**config.mk**
```make
export PLATFORM = sky130hd
export DESIGN_NAME = exibe_leds
export DESIGN_NICKNAME = d
export VERILOG_FILES = /design/src/rtl/exibe_leds.sv
export SDC_FILE = /design/constraint.sdc
export NUM_CORES = 1
export LEC_CHECK = 0
export ABC_AREA = 1
export CAP_MARGIN = 10
export CORE_AREA = 4 4 66 68
export DETAILED_ROUTE_END_ITERATION = 7
export DIE_AREA = 0 0 70 72
export PLACE_DENSITY = 0.57
export SLEW_MARGIN = 20
export SYNTH_ARGS = -nofsm -noshare
export SYNTH_HDL_FRONTEND = slang
export SYNTH_SLANG_ARGS = --single-unit
```
**constraint.sdc**
```tcl
create_clock -name clock -period 2.4 [get_ports clock]
set_input_delay 0.24 -clock clock [delete_from_list [all_inputs] [get_ports clock]]
set_output_delay 0.24 -clock clock [all_outputs]
set_load 0.005 [all_outputs]
```
**src/rtl/exibe_leds.sv**
```systemverilog
// Timed LED presentation stage: captures the multiplexer value on request, shows it
// for T_ON cycles, blanks for T_OFF cycles, then pulses pronto for one cycle.
module exibe_leds #(
    parameter int T_ON  = 500,
    parameter int T_OFF = 250
) (
    input  logic       clock,
    input  logic       reset,
    input  logic [3:0] dado,
    input  logic       mostra,
    input  logic       cancela,
    output logic [3:0] leds,
    output logic       ocupado,
    output logic       pronto,
    output logic [1:0] db_estado
);

    localparam int T_MAX = (T_ON > T_OFF) ? T_ON : T_OFF;
    localparam int CW    = ($clog2(T_MAX + 1) < 1) ? 1 : $clog2(T_MAX + 1);

    localparam logic [CW-1:0] LAST_ON  = CW'(T_ON - 1);
    localparam logic [CW-1:0] LAST_OFF = (T_OFF > 0) ? CW'(T_OFF - 1) : '0;

    typedef enum logic [1:0] {
        OCIOSO = 2'b00,
        EXIBE  = 2'b01,
        APAGA  = 2'b10,
        FIM    = 2'b11
    } estado_t;

    estado_t       estado;
    logic [CW-1:0] cnt;
    logic [3:0]    dado_reg;

    // Outputs are registered alongside the state, so each branch sets them to the
    // values belonging to the state being entered.
    // NOTE: all state here uses non-blocking assignments so every register samples
    // pre-edge values; blocking assignments would create order-dependent behaviour.
    always_ff @(posedge clock or negedge reset) begin
        if (!reset) begin
            estado   <= OCIOSO;
            cnt      <= '0;
            dado_reg <= '0;
            leds     <= '0;
            ocupado  <= 1'b0;
            pronto   <= 1'b0;
        end else begin
            case (estado)
                OCIOSO: begin
                    if (mostra && !cancela) begin
                        dado_reg <= dado;
                        cnt      <= '0;
                        estado   <= EXIBE;
                        leds     <= dado;
                        ocupado  <= 1'b1;
                    end
                end

                EXIBE: begin
                    if (cancela) begin
                        estado  <= OCIOSO;
                        cnt     <= '0;
                        leds    <= '0;
                        ocupado <= 1'b0;
                    end else if (cnt == LAST_ON) begin
                        cnt  <= '0;
                        leds <= '0;
                        // A zero-length blank phase goes straight to completion.
                        if (T_OFF > 0) begin
                            estado <= APAGA;
                        end else begin
                            estado <= FIM;
                            pronto <= 1'b1;
                        end
                    end else begin
                        cnt  <= cnt + CW'(1);
                        leds <= dado_reg;
                    end
                end

                APAGA: begin
                    if (cancela) begin
                        estado  <= OCIOSO;
                        cnt     <= '0;
                        ocupado <= 1'b0;
                    end else if (cnt == LAST_OFF) begin
                        cnt    <= '0;
                        estado <= FIM;
                        pronto <= 1'b1;
                    end else begin
                        cnt <= cnt + CW'(1);
                    end
                end

                FIM: begin
                    estado  <= OCIOSO;
                    leds    <= '0;
                    ocupado <= 1'b0;
                    pronto  <= 1'b0;
                end

                default: begin
                    estado <= OCIOSO;
                end
            endcase
        end
    end

    assign db_estado = estado;

endmodule
```
### Word-level counts from Yosys, hierarchy flattened

Cells that the tools add are included.

* logic and storage cells: 53
* register bits: 21

* equality and inequality tests: 11
* reduce and logical (&&, ||, !) cells: 13
* muxes and demuxes: 22
* $add $sub $neg: 1

Operator list (number)
* two-way mux 9 bit: 5
* one-hot mux 9 bit (3 select lines): 1
* two-way mux 4 bit: 3
* one-hot mux 4 bit (3 select lines): 1
* two-way mux 2 bit: 5
* adder 9 x 1 -> 9 bit, second input constant: 1
* equality test 9 x 8 -> 1 bit, second input constant: 1
* equality test 9 bit, second input constant: 1
* one-hot mux 2 bit (4 select lines): 1
* AND reduction 2 bit: 4
* inequality test 2 bit, second input constant: 3
* inequality test 3 bit, second input constant: 2
* AND reduction 3 bit: 2
* nonzero test 3 bit: 2
* equality test 2 bit, second input constant: 2
* two-way mux 1 bit: 4
* one-hot mux 1 bit (3 select lines): 1
* equality test 2 x 1 -> 1 bit, second input constant: 1
* zero test 2 bit: 1
* inequality test 2 x 1 -> 1 bit, second input constant: 1
* one-hot mux 1 bit (2 select lines): 1
* nonzero test 2 bit: 1
* OR reduction 2 bit: 1
* logical AND 1 bit: 1
* zero test 1 bit: 1

### Longest topological paths before layout

Gate-level depths: netlist (run 1).

* depth in word-level cells: 4
* mapped depth: 9
* gate-level depth less buffers: 9

### Worst setup path after synthesis (run 1)

No wires, ideal clock.

* kind: register -> register
* start point: register estado[1] (netlist: db_estado[1])
* end point: register leds[0]
* stages on the path, launching flop included: 8
* setup slack: 0.983 ns
* buffers on the path: 0
* data required time: 2.276 ns
* clock period less this slack: 1.417 ns
* arrival time: 1.293 ns
* path through: dfrtp_1 > inv_1 > ha_1 > nor2_1 > o21ai_2 > inv_1 > a21oi_1 > a21oi_1

* cells in the longest elaborated chain, start to end: 3

Ends and longest elaborated chain
* from (decl): RTL line 31 `estado_t estado;`
* from (signal assigned): RTL line 41 `estado <= OCIOSO;`
* from (signal assigned): RTL line 53 `estado <= EXIBE;`
* from (signal assigned): RTL line 61 `estado <= OCIOSO;`
* equality test 2 x 1 -> 1 bit (tied with other cells): RTL line 48 `case (estado)`
* nonzero test 3 bit (no source line) or inequality test 2 bit (tied branches)
* AND reduction 2 bit (no source line)
* to (signal assigned): RTL line 54 `leds <= dado;`
* to (signal assigned): RTL line 77 `leds <= dado_reg;`
* to (decl): RTL line 12 `output logic [3:0] leds,`

Several ways; a longest one is shown, not always the timed one.
A chain may end at the register's enable or synchronous reset.

### Worst setup path after layout (run 1)

* start point: register estado[1] (netlist: db_estado[1])
* end point: register leds[1]

The elaborated chain is that of the path after synthesis.

==> results.toml, run 1 <==
[run_status]
status = "completed"

[timing]
hold_viol = 0
slew_headroom = 0.740
max_clock_freq_mhz = 603
finalSetupTns_ns = 0
setup_viol = 0
skew_ns = 0.00433
finalCritPeriodShare = 0.691
rsz0062_at_grt = "no"
slew_viol_final = 0
finalCriticalPeriod_ns = 1.66
worst_pin_slew_ns = 0.389
setup_ws_ns = 0.741
finalHoldWorstSlack_ns = 0.320

[cells_and_area]
layout_commonest_cell = "nand2_1"
num-fill-cells = 409
syn2layout_area_growth_pct = 21.0
largest_reg_flops = 9
final_util = 0.397
drive_gt1_frac = 0.125
multi_input_area_um2 = 662
layoutNonFillerInstCount = 226
antennaDiodeCount = 0
most-common-layout-cells = "43 x nand2_1, 21 x dfrtp_1, 20 x inv_1"
regArea_um2 = 526
nets = 192

[grt]
antenna_found_initial = 0
grt_pass1_vias = 1107
grtUsageTotal = 0.113
grt_max_degree = 22
grt_overflow = 0
grt_pass1_wl_um = 4650

[logic_synthesis]
synthFlopType = "dfrtp_1"
synth_nets = 171
synth-edff-count = 0
synth-seq-cells = 21
synth_top_area_frac = 0.415
synthCells = 156
ys_warn_count = 0
async_reset_ff_frac = 1.00
synthDistinctLibCells = 18
synth_top_area_cell = "dfrtp_1"
yosys-top-cells-area = "dfrtp_1 42%, nand2_1 13%, ha_1 6.9%"
synth_area_um2 = 1270
syn_avg_cell_area_um2 = 8.12
ys_seq_area_frac = 0.415

[detailed_routing]
routed_via_density = 4.54
vias = 1025
drt_iter0_drc = 48
drtPass1Iterations = 4
ant_nets = 0
drc = 0
wirelength_um = 2590
wl_per_cell_um = 11.5

[clocking]
cts.htree.levels = 1
clkSlewWorstSetupHoldPaths_ns = 0.08
cts-buffers-inserted = 3
cts.sinks = 21
hold_buffers = 0
clk_path_buf_depth = 2
cts_tree = "yes"
post-cts-setup-buffers = 0
cts_resized = 0
clock_latency_ns = 0.26
cts-root-buf = "clkbuf_8"

[place]
placed_cells = 222
gp_congestion = 0.821
dp_hpwl_um = 2070
pre_cts_ws_ns = 0.775
numPortBuffers = 15

[die]
dieWidth_um = 70
initial_utilization = 0.328
dieArea_um2 = 5040
rows = 23
die_y_um = 72
core_region_area_um2 = 3860
ios = 16

[worst_hold_path]
min_path_type = "input pin to async pin"

[setup_path]
arrival_ns = 1.84
critical_path_class = "register to register"
crit_path_end_kind = "register"
crit_fanout = 6
cp-start-kind = "register"
cp.required_ns = 2.58

[pwr]
worst_ir_drop_vdd_uv = 508
power_density_nw_per_um2 = 1000
power.leakage_nw = 0.733

[flow_run]
drv_cap = 0
critical path, stage by stage (launching register included):
cell,delay [ns]
dfrtp_1,0.41
inv_1,0.10
ha_1,0.26
nor2_1,0.32
o21ai_2,0.14
inv_1,0.14
a21oi_1,0.05
a21oi_1,0.16
cell type report:
type                            instances  area share
Clock buffer                            3      0.0269
Inverter                               21      0.0514
Sequential cell                        21       0.343
Clock inverter                          1     0.00327
Timing Repair Buffer                   16       0.103
Tap cell                               50      0.0408
Multi-Input combinational cell        114       0.432
stage by stage:
| step | power, W | area, um^2 |
|---|---|---|
| finish | 0.00153 | 1530 |
| global placement | 0.00129 | 1490 |
| CTS | 0.00155 | 1530 |
| detailed placement | 0.00131 | 1490 |
| floorplan | 0.00104 | 1270 |
| global route | 0.00166 | 1530 |
where the power goes:
part	switching, W	internal [W]	total, W
Combinational	0.000447	0.000311	0.000758
Clock	0.000115	0.000116	0.000231
Sequential	0.0000811	0.000463	0.000544
Total	0.000643	0.000889	0.00153
Yosys cell counts, types with 3 or more instances:
master    n
a21oi_1  14
o21ai_2   5
ha_1      7
nand3_1   4
dfrtp_1  21
nand4_1   5
inv_1    20
xor2_1    3
nand2_4   6
nor2_1   15
o21ai_0   4
nand2_1  43
worst paths after layout:
kind / slack [ns] / end / cells past startpoint / startpoint
max: 0.74 / leds[1] / 7 / db_estado[1]
min: 0.32 / cnt[8] / 2 / reset
max reg2reg: 0.74 / leds[1] / 7 / db_estado[1]
min reg2reg: 0.50 / dado_reg[2] / 2 / dado_reg[2]
max in group asynchronous: 1.87 / cnt[2] / 2 / reset
min in group clock: 0.50 / dado_reg[2] / 2 / dado_reg[2]
per-layer routing:
metal	share of wire	vias up	global-route usage
met4	0.017	0	0.0447
met5	0	-	0
met1	0.47	475	0.138
li1	-	531	-
met2	0.49	14	0.198
met3	0.022	5	0.0194
logic make-up (layout without fill, tap and decap cells):
| family | count (synthesis) | in the layout | share of synthesized area |
|---|---|---|---|
| buffers and inverters | 21 | 41 | 0.0622 |
| adders and majority gates | 7 | 7 | 0.0692 |
| and+or+nand+nor | 78 | 78 | 0.312 |
| AOI/OAI and AO/OA | 25 | 25 | 0.114 |
| xor gates and xnor gates | 4 | 4 | 0.0277 |
| DFF | 21 | 21 | 0.415 |
(Power assumes the default switching activity.)
==> run 2: changes to the inputs <==
- PLACE_DENSITY: 0.57 -> 0.59
- clock period: 2.4 -> 1.4 ns (I/O delays scaled with it)
==> results.toml, run 2 (synthesis results as in run 1) <==
[setup_path]
crit_chain = "inv_2 > ha_4 > nand3_4 > nand2_8 > nand2_1 > xor2_1 > a21oi_1"
cpMaxStageDelayCell = "dfrtp_1"
path_delay_family = "flip-flops"
critical_path_class = "register to register"
path_buf_inv = 1
max_stage_delay_ns = 0.40
arrival_ns = 1.58
crit_fanout = 8
cp-start-kind = "register"
crit_path_end_kind = "register"
cp.required_ns = 1.59

[timing]
max_clock_freq_mhz = 721
rsz0062_at_grt = "yes"
worst_pin_slew_ns = 0.320
setup_ws_ns = 0.0136
finalHoldWorstSlack_ns = 0.228
slew_viol_final = 0
hold_viol = 0
finalCriticalPeriod_ns = 1.39
setup_viol = 0
skew_ns = 0.00186
slew_headroom = 0.786
finalCritPeriodShare = 0.990

[pwr]
worst_ir_drop_vdd_uv = 892
power.leakage_nw = 0.861
p_int_w = 0.00202
p_seq_frac = 0.261
power_density_nw_per_um2 = 1860
swShare = 0.423
finalPower_w = 0.00350
net-switching-power_w = 0.00148
p_comb_frac = 0.624
clockPowerShare = 0.115

[clocking]
cts-root-buf = "clkbuf_8"
clk_path_buf_depth = 2
cts.htree.levels = 1
clock_latency_ns = 0.26
clkSlewWorstSetupHoldPaths_ns = 0.08
cts.sinks = 21
hold_buffers = 0
cts_tree = "yes"
cts-buffers-inserted = 3

[place]
dp_hpwl_um = 2120
numPortBuffers = 15
gp_congestion = 0.841
place_area_um2 = 1590
pre_cts_ws_ns = -0.0948

[detailed_routing]
drtPass1Iterations = 4
ant_nets = 0
drc = 0
wirelength_um = 3090
wl_per_cell_um = 12.7
routed_via_density = 4.69
vias = 1145
drt_iter0_drc = 41

[cells_and_area]
largest_reg_flops = 9
regArea_um2 = 526
num-fill-cells = 391
layout_commonest_cell = "nand2_1"
antennaDiodeCount = 0
final_util = 0.488
drive_gt1_frac = 0.402
most-common-layout-cells = "37 x nand2_1, 21 x dfrtp_1, 15 x buf_4"
nets = 210
syn2layout_area_growth_pct = 48.6
finalInstanceArea_um2 = 1880
multi_input_area_um2 = 856

[grt]
grt_overflow = 0
grtUsageTotal = 0.126
grt_pass1_vias = 1132
grt_pass1_wl_um = 5040
antenna_found_initial = 0
grt_max_degree = 22

[flow_run]
drv_cap = 0

[die]
die_y_um = 72
initial_utilization = 0.328
rows = 23
dieArea_um2 = 5040
ios = 16
core_region_area_um2 = 3860
dieWidth_um = 70

[run_status]
status = "completed"

[worst_hold_path]
min_path_type = "input pin to async pin"
-- run 2: area by class of cell --
cell class                      instances  area share
Clock buffer                            4      0.0239
Inverter                               21      0.0445
Multi-Input combinational cell        114       0.455
Sequential cell                        21       0.279
Tap cell                               50      0.0332
Timing Repair Buffer                   34       0.164
-- run 2: metrics by stage --
step | cells | TNS [ns]
after floorplan | 156 | -0.0450
after global placement | 235 | -0.384
after detailed placement | 235 | -0.847
after CTS | 241 | -0.0107
after global routing | 244 | -0.661
final | 244 | 0
-- run 2: power groups by stage --
stage	sequential (W)	clock, W	combinational [W]
2_1_floorplan	0.000924	0	0.000873
3_3_place_gp	0.000906	0	0.00155
3_5_place_dp	0.000915	0	0.00157
4_1_cts	0.000911	0.000417	0.00174
5_1_grt	0.000944	0.000445	0.00239
6_report	0.000914	0.000404	0.00218
-- run 2: layer usage --
layer  GRT usage  vias up  wire [um]
met3      0.0208        2         57
met4      0.0511        0         29
met1       0.146      559       1310
li1            -      572          -
met2       0.231       12       1690
met5           0        -          0
-- run 2: worst paths after layout --
check	start	end	slack (ns)	cells past startpoint
setup / recovery	db_estado[1]	cnt[2]	0.01	7
setup reg to reg	db_estado[1]	cnt[2]	0.01	7
hold reg to reg	dado_reg[3]	dado_reg[3]	0.48	2
hold / removal	reset	cnt[2]	0.23	2
min in group clock	dado[3]	dado_reg[3]	0.45	3
max in group asynchronous	reset	dado_reg[0]	0.95	2
-- run 2: what timing repair did --
item / CTS / global route
setup endpoints to repair: 17 / 18
pin swaps: 7 / 15
gates resized for setup: 15 / 47
setup buffers: 2 / 4
==> run 3: changes to the inputs <==
- CTS_CLUSTER_SIZE: not set -> 28
- SETUP_SLACK_MARGIN: not set -> 0.5
==> results.toml, run 3 (synthesis results as in run 1) <==
[timing]
setup_ws_ns = -0.0224
finalCriticalPeriod_ns = 1.42
skew_ns = 0.00612
rsz0062_at_grt = "yes"
worst_pin_slew_ns = 0.284
max_clock_freq_mhz = 703
slew_viol_final = 0
setup_viol = 1
slew_headroom = 0.810
finalHoldWorstSlack_ns = 0.220
hold_viol = 0
finalCritPeriodShare = 1.02

[clocking]
clkSlewWorstSetupHoldPaths_ns = 0.08
clk_path_buf_depth = 2
cts-buffers-inserted = 3
cts.sinks = 21
hold_buffers = 0
cts-root-buf = "clkbuf_8"
clock_latency_ns = 0.26
cts_tree = "yes"
cts.htree.levels = 1

[grt]
grtUsageTotal = 0.130
grt_pass1_vias = 1214
grt_overflow = 0
antenna_found_initial = 0
grt_pass1_wl_um = 5300
grt_max_degree = 22

[run_status]
status = "finished with violations"
violations = "negative setup slack"

[cells_and_area]
final_util = 0.504
largest_reg_flops = 9
layout_commonest_cell = "nand2_1"
drive_gt1_frac = 0.515
num-fill-cells = 364
nets = 222
antennaDiodeCount = 0
finalInstanceArea_um2 = 1940
syn2layout_area_growth_pct = 53.5
most-common-layout-cells = "34 x nand2_1, 29 x buf_4, 17 x dfrtp_1"
layoutNonFillerInstCount = 256

[setup_path]
crit_fanout = 5
cp.required_ns = 1.56
cp-start-kind = "register"
arrival_ns = 1.58
ff2ff_setup_slack_ns = -0.02
reg2reg_to = "pronto"
r2r-start = "db_estado[1]"
crit_path_end_kind = "register"
critical_path_class = "register to register"
r2r_cells = 9

[place]
dp_hpwl_um = 2180
gp_congestion = 0.844
pre_cts_ws_ns = -0.0855
place_area_um2 = 1650
placed_cells = 232
numPortBuffers = 15

[detailed_routing]
wl_per_cell_um = 12.0
wirelength_um = 3070
vias = 1183
ant_nets = 0
routed_via_density = 4.62
drtPass1Iterations = 2
drt_iter0_drc = 27
drc = 0

[die]
rows = 23
initial_utilization = 0.328
dieWidth_um = 70
die_y_um = 72
core_region_area_um2 = 3860
ios = 16
dieArea_um2 = 5040

[pwr]
power_density_nw_per_um2 = 1850
worst_ir_drop_vdd_uv = 585
power.leakage_nw = 0.912

[worst_hold_path]
min_path_type = "input pin to async pin"

[flow_run]
drv_cap = 0
## run 3: cell types whose count changed in the layout (fill, tap and decap cells not counted), sizes merged
cell,delta
buf,+18
clkdlybuf4s50,-6
dlygate4sd2,-1
dlymetal6s2s,-1
clkinv,+1
nand2,+1
## run 3: worst max-delay path by stage
stage / from / end / slack (ns) / cells past startpoint
after global placement: cancela / pronto / -0.02 / 8
after detailed placement: cancela / pronto / -0.09 / 8
after CTS: db_estado[0] / leds[3] / 0.01 / 7
after global routing: db_estado[1] / pronto / -0.08 / 9
final: db_estado[1] / pronto / -0.02 / 9
after floorplan: db_estado[1] / leds[0] / 0.09 / 7
## run 3: per-stage QoR
stage | total power [W] | setup TNS, ns
detailed placement | 0.00268 | -0.125
CTS | 0.00338 | 0
global route | 0.00389 | -0.491
floorplan | 0.00205 | 0
finish | 0.00359 | -0.0224
global placement | 0.00263 | -0.0169
## run 3: cell type report
type                            instances  area [um^2]  share of cell area
Tap cell                               50         62.6              0.0322
Timing Repair Buffer                   45          339               0.175
Clock inverter                          1         5.00             0.00258
Multi-Input combinational cell        115          878               0.452
Inverter                               21         86.3              0.0444
Sequential cell                        21          531               0.273
Clock buffer                            3         41.3              0.0212
## run 3: power by group
group | total, W | internal, W | switching, W
combinational | 0.00223 | 0.00106 | 0.00116
clock | 0.000409 | 0.000199 | 0.000210
sequential | 0.000950 | 0.000801 | 0.000148
total | 0.00359 | 0.00206 | 0.00152
## run 3: worst max-delay path, cell delays in order, from the launching register on
cell and delay (ns):
dfrtp_2 0.47, buf_6 0.14, ha_4 0.15, inv_2 0.06
nor2_4 0.05, nand3_2 0.09, buf_4 0.11, inv_1 0.05
o21ai_2 0.15, inv_1 0.07
## run 3: timing repair
| action | 4_1_cts | 5_1_grt |
|---|---|---|
| gates resized for setup | 48 | 19 |
| gates cloned | 1 | 0 |
| setup endpoints to repair | 29 | 29 |
| pin swaps | 10 | 12 |
| setup buffers | 12 | 7 |
## run 3: routing by layer
layer	global-route usage	wire length, um	up-vias	share of wire
li1	-	-	604	-
met1	0.148	1240	556	0.40
met2	0.234	1630	17	0.53
met3	0.0291	129	6	0.042
met4	0.0574	63	0	0.021
met5	0	0	-	0
